**config.mk**
```make
export PLATFORM = sky130hd
export DESIGN_NAME = spdot_bsr_lanes_flat
export DESIGN_NICKNAME = d
export VERILOG_FILES = /design/src/rtl/spdot_bsr_lanes_pkg.sv /design/src/rtl/spdot_bsr_lanes_if.sv /design/src/rtl/spdot_lane_dot.sv /design/src/rtl/spdot_bsr_lanes.sv /design/src/flat_wrapper.sv
export SDC_FILE = /design/constraint.sdc
export NUM_CORES = 2
export LEC_CHECK = 0
export ABC_CLOCK_PERIOD_IN_PS = 37800
export BUFFER_PORTS_ARGS = -buffer_cell sky130_fd_sc_hd__buf_2
export CORE_ASPECT_RATIO = 0.6
export CORE_UTILIZATION = 50
export DETAILED_ROUTE_END_ITERATION = 16
export PLACE_DENSITY = 0.66
export SYNTH_ARGS = -nofsm -noshare
export SYNTH_HDL_FRONTEND = slang
export SYNTH_HIERARCHICAL = 1
export SYNTH_SLANG_ARGS = --single-unit
```
**constraint.sdc**
```tcl
create_clock -name clk -period 37.8 [get_ports clk]
set_input_delay 1.89 -clock clk [delete_from_list [all_inputs] [get_ports clk]]
set_output_delay 1.89 -clock clk [all_outputs]
set_load 0.01 [all_outputs]
```
**src/rtl/spdot_bsr_lanes_pkg.sv**
```systemverilog
// -----------------------------------------------------------------------------
// spdot_pkg
// Shared types and helpers for the spdot_bsr_lanes sparse-attention score
// engine: FSM state encoding, checksum width and ACC_W -> 64 sign extension.
// -----------------------------------------------------------------------------
package spdot_pkg;

    typedef enum logic [2:0] {
        ST_IDLE,
        ST_ISSUE,
        ST_DRAIN,
        ST_EMIT,
        ST_DONE
    } spdot_state_e;

    localparam int unsigned CSUM_W = 64;

    // Sign-extends the low acc_w bits of v to CSUM_W bits (acc_w <= CSUM_W).
    function automatic logic [CSUM_W-1:0] sext_acc(input logic [CSUM_W-1:0] v,
                                                   input int unsigned       acc_w);
        logic [CSUM_W-1:0] t;
        t = v << (CSUM_W - acc_w);
        return CSUM_W'($signed(t) >>> (CSUM_W - acc_w));
    endfunction

endpackage

```
**src/rtl/spdot_bsr_lanes_if.sv**
```systemverilog
// -----------------------------------------------------------------------------
// spdot_bsr_lanes_if
// Score result stream (valid/ready) between spdot_bsr_lanes and the softmax
// consumer.
//   res_valid  score valid (producer)
//   res_ready  consumer ready (consumer)
//   res_data   signed ACC_W-bit score
//   res_row    query row index of the score
//   res_tok    key token index of the score
// Modports: master = score producer, slave = score consumer.
// -----------------------------------------------------------------------------
interface spdot_bsr_lanes_if #(
    parameter int unsigned ACC_W = 48
);
    logic             res_valid;
    logic             res_ready;
    logic [ACC_W-1:0] res_data;
    logic [15:0]      res_row;
    logic [15:0]      res_tok;

    modport master (
        output res_valid,
        output res_data,
        output res_row,
        output res_tok,
        input  res_ready
    );

    modport slave (
        input  res_valid,
        input  res_data,
        input  res_row,
        input  res_tok,
        output res_ready
    );
endinterface

```
**src/rtl/spdot_lane_dot.sv**
```systemverilog
// -----------------------------------------------------------------------------
// spdot_lane_dot
// Combinational LANES-wide signed dot product of one Q word and one K word.
//   q_word, k_word  LANES packed signed DATA_W elements, lane 0 in LSBs
//   lane_en         per-lane enable; disabled lanes contribute 0
//   dot             signed sum of enabled products, sign-extended to ACC_W
// The sum is written as a linear chain; synthesis rebalances it into a tree.
// -----------------------------------------------------------------------------
module spdot_lane_dot #(
    parameter int unsigned DATA_W = 16,
    parameter int unsigned LANES  = 4,
    parameter int unsigned ACC_W  = 48
) (
    input  logic [LANES*DATA_W-1:0] q_word,
    input  logic [LANES*DATA_W-1:0] k_word,
    input  logic [LANES-1:0]        lane_en,
    output logic signed [ACC_W-1:0] dot
);
    logic signed [DATA_W-1:0]   qe;
    logic signed [DATA_W-1:0]   ke;
    logic signed [2*DATA_W-1:0] prod;

    always_comb begin
        dot  = '0;
        qe   = '0;
        ke   = '0;
        prod = '0;
        for (int unsigned l = 0; l < LANES; l++) begin
            qe   = q_word[l*DATA_W +: DATA_W];
            ke   = k_word[l*DATA_W +: DATA_W];
            prod = qe * ke;
            if (lane_en[l]) begin
                dot = dot + ACC_W'(prod);
            end
        end
    end
endmodule

```
**src/rtl/spdot_bsr_lanes.sv**
```systemverilog
// -----------------------------------------------------------------------------
// spdot_bsr_lanes
// For every (row, token) pair computes a LANES-wide signed dot product over
// head_dim from the Q/K scratchpads (fixed read latency RD_LAT), emits each
// score on a valid/ready stream and keeps a 64-bit running checksum.
// Ports:
//   clk, rstn               clock, asynchronous active-low reset
//   start                   begin job (sampled only in IDLE)
//   m_rows, s_tokens,
//   head_dim_d              job dimensions, captured at start
//   q_raddr/q_rdata         Q scratchpad read (word = row*beats + b)
//   k_raddr/k_rdata         K scratchpad read (word = tok*beats + b)
//   res                     score stream (spdot_bsr_lanes_if.master)
//   busy                    high outside IDLE
//   done                    one-cycle pulse at job end
//   checksum_out            checksum of the last completed job
// Optional build macro SPDOT_BSR_SKIP_EN adds blk_mask[31:0]: tokens whose
// block (tok/BLK_TOKENS) has a clear mask bit are skipped.
// -----------------------------------------------------------------------------
module spdot_bsr_lanes
    import spdot_pkg::*;
#(
    parameter int unsigned DATA_W     = 16,
    parameter int unsigned LANES      = 4,
    parameter int unsigned ADDR_W     = 16,
    parameter int unsigned ACC_W      = 48,
    parameter int unsigned RD_LAT     = 1,
    parameter int unsigned BLK_TOKENS = 16
) (
    input  logic                    clk,
    input  logic                    rstn,
    input  logic                    start,
    input  logic [15:0]             m_rows,
    input  logic [15:0]             s_tokens,
    input  logic [15:0]             head_dim_d,
`ifdef SPDOT_BSR_SKIP_EN
    input  logic [31:0]             blk_mask,
`endif
    output logic [ADDR_W-1:0]       q_raddr,
    input  logic [LANES*DATA_W-1:0] q_rdata,
    output logic [ADDR_W-1:0]       k_raddr,
    input  logic [LANES*DATA_W-1:0] k_rdata,
    spdot_bsr_lanes_if.master       res,
    output logic                    busy,
    output logic                    done,
    output logic [CSUM_W-1:0]       checksum_out
);
    if (RD_LAT < 1 || RD_LAT > 4 || BLK_TOKENS < 1) begin : g_bad_param
        $error("spdot_bsr_lanes: RD_LAT must be 1..4 and BLK_TOKENS >= 1");
    end

    spdot_state_e state_q, state_d;

    logic [15:0]             m_r, s_r, d_r, beats_r;
    logic [15:0]             row, tok, b;
    logic [31:0]             elem;
    logic [ADDR_W-1:0]       q_base, k_base, beats_a;
    logic [ACC_W-1:0]        acc;
    logic [CSUM_W-1:0]       checksum;
    logic [2:0]              drain_cnt;
    logic                    vld_sr [RD_LAT];
    logic [LANES-1:0]        msk_sr [RD_LAT];
    logic [LANES-1:0]        lane_en_issue;
    logic signed [ACC_W-1:0] dot;
    logic [15:0]             beats_in;

    logic accept, zero_job, issue, last_beat, last_pair, hs, adv, skip_tok;

    assign beats_in  = (head_dim_d / 16'(LANES))
                     + {15'd0, (head_dim_d % 16'(LANES)) != 16'd0};
    assign beats_a   = ADDR_W'(beats_r);
    assign zero_job  = (m_rows == 16'd0) || (s_tokens == 16'd0) || (head_dim_d == 16'd0);
    assign last_beat = (b == beats_r - 16'd1);
    assign last_pair = (row == m_r - 16'd1) && (tok == s_r - 16'd1);

`ifdef SPDOT_BSR_SKIP_EN
    logic [31:0] blk_mask_r;
    logic [15:0] blk_idx;

    always_ff @(posedge clk or negedge rstn) begin
        if (!rstn) begin
            blk_mask_r <= '0;
        end else if (accept) begin
            blk_mask_r <= blk_mask;
        end
    end

    // Blocks beyond the 32 mask bits are always processed.
    assign blk_idx  = tok / 16'(BLK_TOKENS);
    assign skip_tok = (b == 16'd0) && (blk_idx < 16'd32) && !blk_mask_r[blk_idx[4:0]];
`else
    assign skip_tok = 1'b0;
`endif

    // ---------------- FSM ----------------
    always_ff @(posedge clk or negedge rstn) begin
        if (!rstn) begin
            state_q <= ST_IDLE;
        end else begin
            state_q <= state_d;
        end
    end

    always_comb begin
        state_d = state_q;
        accept  = 1'b0;
        issue   = 1'b0;
        hs      = 1'b0;
        adv     = 1'b0;
        case (state_q)
            ST_IDLE: begin
                if (start) begin
                    accept  = 1'b1;
                    state_d = zero_job ? ST_DONE : ST_ISSUE;
                end
            end
            ST_ISSUE: begin
                if (skip_tok) begin
                    adv     = 1'b1;
                    state_d = last_pair ? ST_DONE : ST_ISSUE;
                end else begin
                    issue = 1'b1;
                    if (last_beat) begin
                        state_d = ST_DRAIN;
                    end
                end
            end
            ST_DRAIN: begin
                if (drain_cnt == 3'(RD_LAT - 1)) begin
                    state_d = ST_EMIT;
                end
            end
            ST_EMIT: begin
                if (res.res_ready) begin
                    hs      = 1'b1;
                    adv     = 1'b1;
                    state_d = last_pair ? ST_DONE : ST_ISSUE;
                end
            end
            ST_DONE: state_d = ST_IDLE;
            default: state_d = ST_IDLE;
        endcase
    end

    // Lanes past head_dim in the final beat are masked at issue time and the
    // mask travels with the read through the latency pipe.
    always_comb begin
        lane_en_issue = '0;
        for (int unsigned l = 0; l < LANES; l++) begin
            lane_en_issue[l] = (elem + 32'(l)) < {16'd0, d_r};
        end
    end

    spdot_lane_dot #(
        .DATA_W (DATA_W),
        .LANES  (LANES),
        .ACC_W  (ACC_W)
    ) u_lane_dot (
        .q_word  (q_rdata),
        .k_word  (k_rdata),
        .lane_en (msk_sr[RD_LAT-1]),
        .dot     (dot)
    );

    // ---------------- datapath ----------------
    always_ff @(posedge clk or negedge rstn) begin
        if (!rstn) begin
            m_r          <= '0;
            s_r          <= '0;
            d_r          <= '0;
            beats_r      <= '0;
            row          <= '0;
            tok          <= '0;
            b            <= '0;
            elem         <= '0;
            q_base       <= '0;
            k_base       <= '0;
            q_raddr      <= '0;
            k_raddr      <= '0;
            acc          <= '0;
            checksum     <= '0;
            checksum_out <= '0;
            drain_cnt    <= '0;
            for (int unsigned i = 0; i < RD_LAT; i++) begin
                vld_sr[i] <= 1'b0;
                msk_sr[i] <= '0;
            end
        end else begin
            vld_sr[0] <= issue;
            msk_sr[0] <= lane_en_issue;
            for (int unsigned i = 1; i < RD_LAT; i++) begin
                vld_sr[i] <= vld_sr[i-1];
                msk_sr[i] <= msk_sr[i-1];
            end

            if (vld_sr[RD_LAT-1]) begin
                acc <= acc + dot;
            end

            if (state_q == ST_DRAIN) begin
                drain_cnt <= drain_cnt + 3'd1;
            end

            if (issue) begin
                if (last_beat) begin
                    drain_cnt <= '0;
                end else begin
                    b       <= b + 16'd1;
                    elem    <= elem + 32'(LANES);
                    q_raddr <= q_raddr + 1'b1;
                    k_raddr <= k_raddr + 1'b1;
                end
            end

            if (hs) begin
                checksum <= checksum + sext_acc(CSUM_W'(acc), ACC_W);
                acc      <= '0;
            end

            // Bases track row*beats and tok*beats incrementally so no
            // multiplier is needed; addresses stay put after the last pair.
            if (adv && !last_pair) begin
                b    <= '0;
                elem <= '0;
                if (tok == s_r - 16'd1) begin
                    tok     <= '0;
                    row     <= row + 16'd1;
                    k_base  <= '0;
                    q_base  <= q_base + beats_a;
                    q_raddr <= q_base + beats_a;
                    k_raddr <= '0;
                end else begin
                    tok     <= tok + 16'd1;
                    k_base  <= k_base + beats_a;
                    q_raddr <= q_base;
                    k_raddr <= k_base + beats_a;
                end
            end

            if (accept) begin
                m_r      <= m_rows;
                s_r      <= s_tokens;
                d_r      <= head_dim_d;
                beats_r  <= beats_in;
                row      <= '0;
                tok      <= '0;
                b        <= '0;
                elem     <= '0;
                q_base   <= '0;
                k_base   <= '0;
                q_raddr  <= '0;
                k_raddr  <= '0;
                acc      <= '0;
                checksum <= '0;
            end

            if (state_q == ST_DONE) begin
                checksum_out <= checksum;
            end
        end
    end

    assign busy          = (state_q != ST_IDLE);
    assign done          = (state_q == ST_DONE);
    assign res.res_valid = (state_q == ST_EMIT);
    assign res.res_data  = acc;
    assign res.res_row   = row;
    assign res.res_tok   = tok;

endmodule

```
**src/flat_wrapper.sv**
```systemverilog
// flat-port wrapper written by rule: the top's interface ports become plain ports
module spdot_bsr_lanes_flat import spdot_pkg::*;
#(
    parameter int unsigned DATA_W     = 16,
    parameter int unsigned LANES      = 4,
    parameter int unsigned ADDR_W     = 16,
    parameter int unsigned ACC_W      = 48,
    parameter int unsigned RD_LAT     = 1,
    parameter int unsigned BLK_TOKENS = 16
)
  (clk, rstn, start, m_rows, s_tokens, head_dim_d, q_raddr, q_rdata, k_raddr, k_rdata, busy, done, checksum_out, res_res_valid, res_res_data, res_res_row, res_res_tok, res_res_ready);
  spdot_bsr_lanes_if #(.ACC_W(ACC_W)) res_i ();
  input  logic clk;
  input  logic rstn;
  input  logic start;
  input  logic [15:0] m_rows;
  input  logic [15:0] s_tokens;
  input  logic [15:0] head_dim_d;
  output logic [ADDR_W-1:0] q_raddr;
  input  logic [LANES*DATA_W-1:0] q_rdata;
  output logic [ADDR_W-1:0] k_raddr;
  input  logic [LANES*DATA_W-1:0] k_rdata;
  output logic busy;
  output logic done;
  output logic [CSUM_W-1:0] checksum_out;
  output wire logic [$bits(res_i.res_valid)-1:0] res_res_valid;
  output wire logic [$bits(res_i.res_data)-1:0] res_res_data;
  output wire logic [$bits(res_i.res_row)-1:0] res_res_row;
  output wire logic [$bits(res_i.res_tok)-1:0] res_res_tok;
  input wire logic [$bits(res_i.res_ready)-1:0] res_res_ready;
  assign res_res_valid = res_i.res_valid;
  assign res_res_data = res_i.res_data;
  assign res_res_row = res_i.res_row;
  assign res_res_tok = res_i.res_tok;
  assign res_i.res_ready = res_res_ready;
  spdot_bsr_lanes #(.DATA_W(DATA_W), .LANES(LANES), .ADDR_W(ADDR_W), .ACC_W(ACC_W), .RD_LAT(RD_LAT), .BLK_TOKENS(BLK_TOKENS)) u_core (.clk(clk), .rstn(rstn), .start(start), .m_rows(m_rows), .s_tokens(s_tokens), .head_dim_d(head_dim_d), .q_raddr(q_raddr), .q_rdata(q_rdata), .k_raddr(k_raddr), .k_rdata(k_rdata), .res(res_i), .busy(busy), .done(done), .checksum_out(checksum_out));
endmodule
```
; Word-level counts from Yosys, hierarchy flattened
; Cells that the tools add are included.
[totals]
mem_bits_rw = 0
latch_bits = 0
ff_bits = 395
out_inout_bits = 179
rom_bits = 0
mem_count = 0
elab_cells = 132
[op_classes]
n_reduce_logical = 20
n_lt_le_gt_ge = 4
bitwise_logic = 0
n_mul = 4
div_mod_pow = 0
shifts = 0
eq_ne = 12
n_addsub = 21
n_mux = 52
[op_table]
columns = operator, n
row1 = 16-bit 2-to-1 mux, 24
row2 = 48-bit 2-to-1 mux, 7
row3 = 48-bit by 32-bit adder with 48-bit output, 3
row4 = 32-bit by 16-bit less-than comparator with 1-bit output, 4
row5 = 16-bit by 16-bit multiplier with 32-bit output, 4
row6 = 32-bit 2-to-1 mux, 4
row7 = 64-bit 2-to-1 mux, 2
row8 = 16-bit by 1-bit adder with 16-bit output (second input constant), 5
row9 = 32-bit by 2-bit adder with 32-bit output (second input constant), 2
row10 = 64-bit adder, 1
row11 = 48-bit adder, 1
row12 = 16-bit == test, 3
row13 = 16-bit zero test, 3
row14 = 16-bit by 1-bit subtractor with 16-bit output (second input constant), 3
row15 = 16-bit adder, 2
row16 = 32-bit by 1-bit adder with 32-bit output (second input constant), 1
row17 = 32-bit by 3-bit adder with 32-bit output (second input constant), 1
row18 = 3-bit 2-to-1 mux, 9
row19 = 16-bit nonzero test, 1
row20 = 14-bit by 1-bit adder with 15-bit output, 1
row21 = 3-bit case mux with 4 select lines, 1
row22 = 3-bit nonzero test, 3
row23 = 3-bit by 2-bit == test with 1-bit output (second input constant), 2
row24 = 3-bit zero test, 2
row25 = 13 further kinds, 24

; Logic depth before layout (Yosys ltp)
[depth]
word_depth = 12
ltp_mapped = 92
depth_no_buf = 88

; Modules after synthesis
; The synthesis kept the hierarchy.
[by_module_without_submodules]
columns = module, area_each_um2, n_inst, cells_per_inst
row1 = spdot_lane_dot, 49965.4, 1, 5465
row2 = spdot_bsr_lanes, 27207.3, 1, 3108

; Worst setup path after synthesis
; OpenSTA, ideal clock, no wires.
[synth_path]
path_kind = input port to flip-flop
start = input port q_rdata[12]
end = register u_core.acc[46], in the netlist u_core/res.res_data[46]
arrival_time_ns = 21.725
path_stages = 80
path_slack_ns = 16.009
t_required_ns = 37.734
setup_time_ns = 0.066
cell_sequence = clkbuf_1 -> nand2_1 -> fa_1 -> fa_1 -> fa_1 -> inv_1 -> fa_1 -> fa_1 -> inv_1 -> fa_1 -> inv_1 -> ha_1 -> buf_2 -> nand2_1 -> a2111oi_0 -> o21ai_1 -> a21oi_1 -> o21ai_0 -> (+44 left out) -> nor3_1 -> a221o_1 -> or2_2 -> a211o_1 -> a21oi_1 -> xnor2_1 -> mux2_2 -> ha_1 -> a21o_1 -> a21o_1 -> a21o_1 -> a21o_1 -> a21o_1 -> a21o_1 -> a221o_1 -> a41oi_1 -> mux2_2 -> nand2_1
[synth_via]
elab_chain_cells = 12
[synth_rtl]
columns = item, line_no
row1 = "start, declared", flat_wrapper.sv:20  ; input logic [LANES*DATA_W-1:0] q_rdata;
row2 = 16-bit by 16-bit multiplier with 32-bit output *, spdot_lane_dot.sv:31  ; prod = qe * ke;
row3 = 48-bit 2-to-1 mux *, spdot_lane_dot.sv:32  ; if (lane_en[l]) begin
row4 = 48-bit by 32-bit adder with 48-bit output, spdot_lane_dot.sv:33  ; dot = dot + ACC_W'(prod);
row5 = 48-bit 2-to-1 mux *, spdot_lane_dot.sv:32
row6 = 48-bit by 32-bit adder with 48-bit output, spdot_lane_dot.sv:33
row7 = 48-bit 2-to-1 mux *, spdot_lane_dot.sv:32
row8 = 48-bit by 32-bit adder with 48-bit output, spdot_lane_dot.sv:33
row9 = 48-bit 2-to-1 mux *, spdot_lane_dot.sv:32
row10 = via u_core.dot[38], spdot_bsr_lanes.sv:64  ; logic signed [ACC_W-1:0] dot;
row11 = 48-bit adder *, spdot_bsr_lanes.sv:197  ; acc <= acc + dot;
row12 = 48-bit 2-to-1 mux *, spdot_bsr_lanes.sv:196  ; if (vld_sr[RD_LAT-1]) begin
row13 = 48-bit 2-to-1 mux *, spdot_bsr_lanes.sv:215  ; if (hs) begin
row14 = 48-bit 2-to-1 mux *, spdot_bsr_lanes.sv:240  ; if (accept) begin
row15 = "end signal, assigned", spdot_bsr_lanes.sv:197
row16 = "end, declared", spdot_bsr_lanes.sv:58  ; logic [ACC_W-1:0] acc;
; Mark *: on every way through the listed nets, which the timed path passes. The rest lies on a longest branch. The select of a mux whose other input is x is not followed.
; A chain may end at the register's enable or synchronous reset.

; Worst setup path after layout
[layout_path]
start = input port q_rdata[8]
end = register u_core.acc[42], in the netlist u_core/res.res_data[42]
; Same word-level chain as after synthesis.

==> results.sh <==
export IMPL_critical_path_max_stage_delay_ps=630
export IMPL_synth_top_cell_by_area="fa_1"
export IMPL_mappedNetlistArea_sq_um=77200
export IMPL_antenna_found_initial=31
export IMPL_timing_worst_slew_pin_value_ps=1170
export IMPL_cts_inserted_buffers=45
export IMPL_cts_resized_gates=0
export IMPL_hold_path_cell_count=1
export IMPL_worstReg2RegStart="u_core/msk_sr[0]"
export IMPL_holdBufCountCts=0
export IMPL_layout_cells_most_common_list="1,447 x inv_1, 1,300 x fa_1, 1,005 x nand2_1"
export IMPL_worstHoldPathType="reg2reg"
export IMPL_initial_drc_count=5274
export IMPL_yosys_cell_types_count=95
export IMPL_grt_max_degree=154
export IMPL_vias_per_cell=5.71
export IMPL_placement_rows=111
export IMPL_synthCells=8573
export IMPL_cell_with_the_biggest_individual_delay_on_the_critical_path="or4b_2"
export IMPL_clock_skew_ps=13.6
export IMPL_synthesized_flop_and_latch_total=392
export IMPL_synth_edf_count=0
export IMPL_route_detailed_drc=0
export IMPL_relSlewSlack_pct=22.3
export IMPL_post_route_cells_drive_above_1_share_pct=7.75
export IMPL_num_io_pins=359
export IMPL_placement_io_buffers=358
export IMPL_outcome="complete, no violations"
export IMPL_setup_tns_final_ps=0
export IMPL_worst_path_required_ps=38320
export IMPL_synth_top_flop_cell="dfrtp_1"
export IMPL_dpl_cell_count=10600
export IMPL_synthesis_area_per_instance_sq_um=9.00
export IMPL_synth_top_cells_by_area="fa_1 34%, dfrtp_1 13%, ha_1 10%, inv_1 7.0%, nand2_1 4.9%"
export IMPL_worst_r2r_endpoint="u_core/res.res_data[42]"
export IMPL_clkTransAtPathRegs_ps=60
export IMPL_timing_final_max_slew_violations=0
export IMPL_worst_r2r_path_depth=63
export IMPL_crit_path_max_fanout=16
export IMPL_fp_dieArea_sq_um=156000
export IMPL_clock_tree_htree_level_count=2
export IMPL_layout_cells_non_filler=10700
export IMPL_dieHeight_um=306
export IMPL_end_kind="flop"
export IMPL_fin_hold_ws_ps=499
export IMPL_finalWirelength_mm=223
export IMPL_fmax_mhz=42.0
export IMPL_cts_num_sinks=392
export IMPL_routedWlPerCell_um=20.8
export IMPL_async_flop_share_pct=100
export IMPL_grt_first_pass_wirelength_mm=358
export IMPL_area_delta_synth_final_pct=6.20
export IMPL_syn_nets=10700
export IMPL_globalRoute_totalOverflow=0
export IMPL_clk_root_buffer_cell="clkbuf_16"
export IMPL_cp_arrival_ps=24350
export IMPL_combined_area_of_the_multi_input_logic_cells_sq_um=60600
export IMPL_dp_hpwl_mm=182
export IMPL_timing_reg2reg_setup_slack_ps=18700
export IMPL_post_route_min_period_ps=23840
export IMPL_hold_path_end="u_core/checksum_out[22]"
export IMPL_num_nets_final=10800
export IMPL_yosys_warnings=6
export IMPL_clock_insertion_delay_worst_skew_ps=610
export IMPL_fin_ws_ps=13960
export IMPL_layout_cells_most_common="inv_1"
export IMPL_vias=61400
export IMPL_cts_setup_buffers=0
export IMPL_critPathKind="in2reg"
export IMPL_num_fill_cells=14000
export IMPL_synth_seq_area_share_pct=12.7
export IMPL_grt_pass1_vias=61700
export IMPL_dpl_worst_slack_ps=13730
export IMPL_register_area_sq_um=9810
export IMPL_post_synth_top_area_fraction_pct=33.8
export IMPL_cts_max_path_buffers=3
export IMPL_core_region_area_sq_um=153000
export IMPL_die_width_um=509
export IMPL_fin_crit_sh_pct=63.1
export IMPL_tritoncts="built"
export IMPL_initial_core_util_pct=50.5
export IMPL_worst_hold_startpoint="u_core/checksum_out[22]"
export IMPL_rsz_0062_raised_after_global_routing="no"
export IMPL_ant_nets=0
export IMPL_cap_violations=0
export IMPL_place_gp_congestion=0.959
export IMPL_cp_start_kind="input pin"
export IMPL_report_final_hold_viol_count=0
export IMPL_dr_pass1_iters=5
export IMPL_final_setup_viol_count=0
export IMPL_total_global_routing_track_utilization_pct=29.2
export IMPL_crit_path_frequent_cell="fa_1"
==> kinds of logic after synthesis <==
kind of cell    share of synthesized area, %
compound gates                          11.6
mux                                     2.81
fa+ha+maj                               44.1
flops                                   12.7
buf+inv                                 8.80
xor+xnor                                4.51
simple gates                            15.5
==> cells in the mapped netlist, types with 10 or more instances <==
| library cell | count |
|---|---|
| and2_1 | 443 |
| o21ai_0 | 338 |
| or3_1 | 34 |
| inv_1 | 1447 |
| nand3_1 | 110 |
| and3_1 | 67 |
| a21oi_1 | 336 |
| xnor2_1 | 229 |
| xor2_1 | 166 |
| o21a_1 | 60 |
| buf_1 | 12 |
| nand4_1 | 93 |
| a211o_1 | 13 |
| nand2b_1 | 86 |
| a31oi_1 | 49 |
| a311oi_1 | 11 |
| a22o_1 | 14 |
| a211oi_1 | 60 |
| clkbuf_1 | 315 |
| or4_1 | 11 |
| a21o_1 | 198 |
| or2_2 | 18 |
| and4_1 | 16 |
| nor3b_1 | 16 |
| buf_2 | 20 |
| nor2b_1 | 38 |
| mux2i_1 | 55 |
| o22ai_1 | 13 |
| a2111oi_0 | 12 |
| nand2_1 | 1007 |
| a31o_2 | 10 |
| fa_1 | 1302 |
| o21bai_1 | 65 |
| ha_1 | 639 |
| o211ai_1 | 34 |
| a221o_1 | 10 |
| nor4_1 | 41 |
| o31ai_1 | 31 |
| mux2_2 | 144 |
| nand3b_1 | 16 |
| nor2_1 | 360 |
| dfrtp_1 | 392 |
| a21boi_0 | 16 |
| nor3_1 | 81 |
==> registers in the layout (all words and copies together) (netlist names), 30 cells and up <==
name / flops
u_core/checksum: 64
u_core/elem: 30
u_core/checksum_out: 64
u_core/res.res_data: 48
==> metal layers <==
layer,up-vias,share of wire (%),track usage [%]
met5,-,0.041,0
met4,12,1.9,5.85
met3,235,9.3,5.19
met2,2574,40,39.9
met1,30800,49,47.2
li1,27700,-,-
==> layout make-up <==
| type | count | share of cell area, % |
|---|---|---|
| Multi-Input combinational cell | 6382 | 74.0 |
| Tap cell | 2034 | 3.11 |
| Clock inverter | 17 | 0.212 |
| Antenna cell | 21 | 0.0641 |
| Sequential cell | 392 | 12.0 |
| Inverter | 1449 | 6.64 |
| Clock buffer | 61 | 1.52 |
| Timing Repair Buffer | 392 | 2.52 |
==> critical path, delay by kind of cell <==
| kind | cells | cell delay [ps] |
|---|---|---|
| AO/OA/AOI/OAI | 24 | 6090 |
| XOR/XNOR | 4 | 660 |
| adder cells (fa/ha/maj) | 26 | 12040 |
| buffers and inverters | 12 | 810 |
| multiplexers | 1 | 300 |
| AND/OR/NAND/NOR | 11 | 2520 |
==> stage by stage <==
stage | utilization [%] | area [sq um]
global placement | 52.6 | 80500
finish | 53.6 | 82000
global route | 53.6 | 81900
detailed placement | 52.6 | 80500
CTS | 53.6 | 81900
floorplan | - | 77200
==> worst max-delay path by stage <==
stage               depth (start not counted)        start  slack, ps                      end
finish                                     78   q_rdata[8]      13960  u_core/res.res_data[42]
global route                               78  q_rdata[10]      13060  u_core/res.res_data[42]
CTS                                        78   q_rdata[8]      14300  u_core/res.res_data[42]
detailed placement                         78   q_rdata[8]      13730  u_core/res.res_data[42]
global placement                           76  q_rdata[12]      13150  u_core/res.res_data[42]
floorplan                                  80  q_rdata[12]      16010  u_core/res.res_data[46]
Power is left out: the tool's default activity adds up to more than one toggle a clock period on the data nets, which glitch-free logic cannot reach.
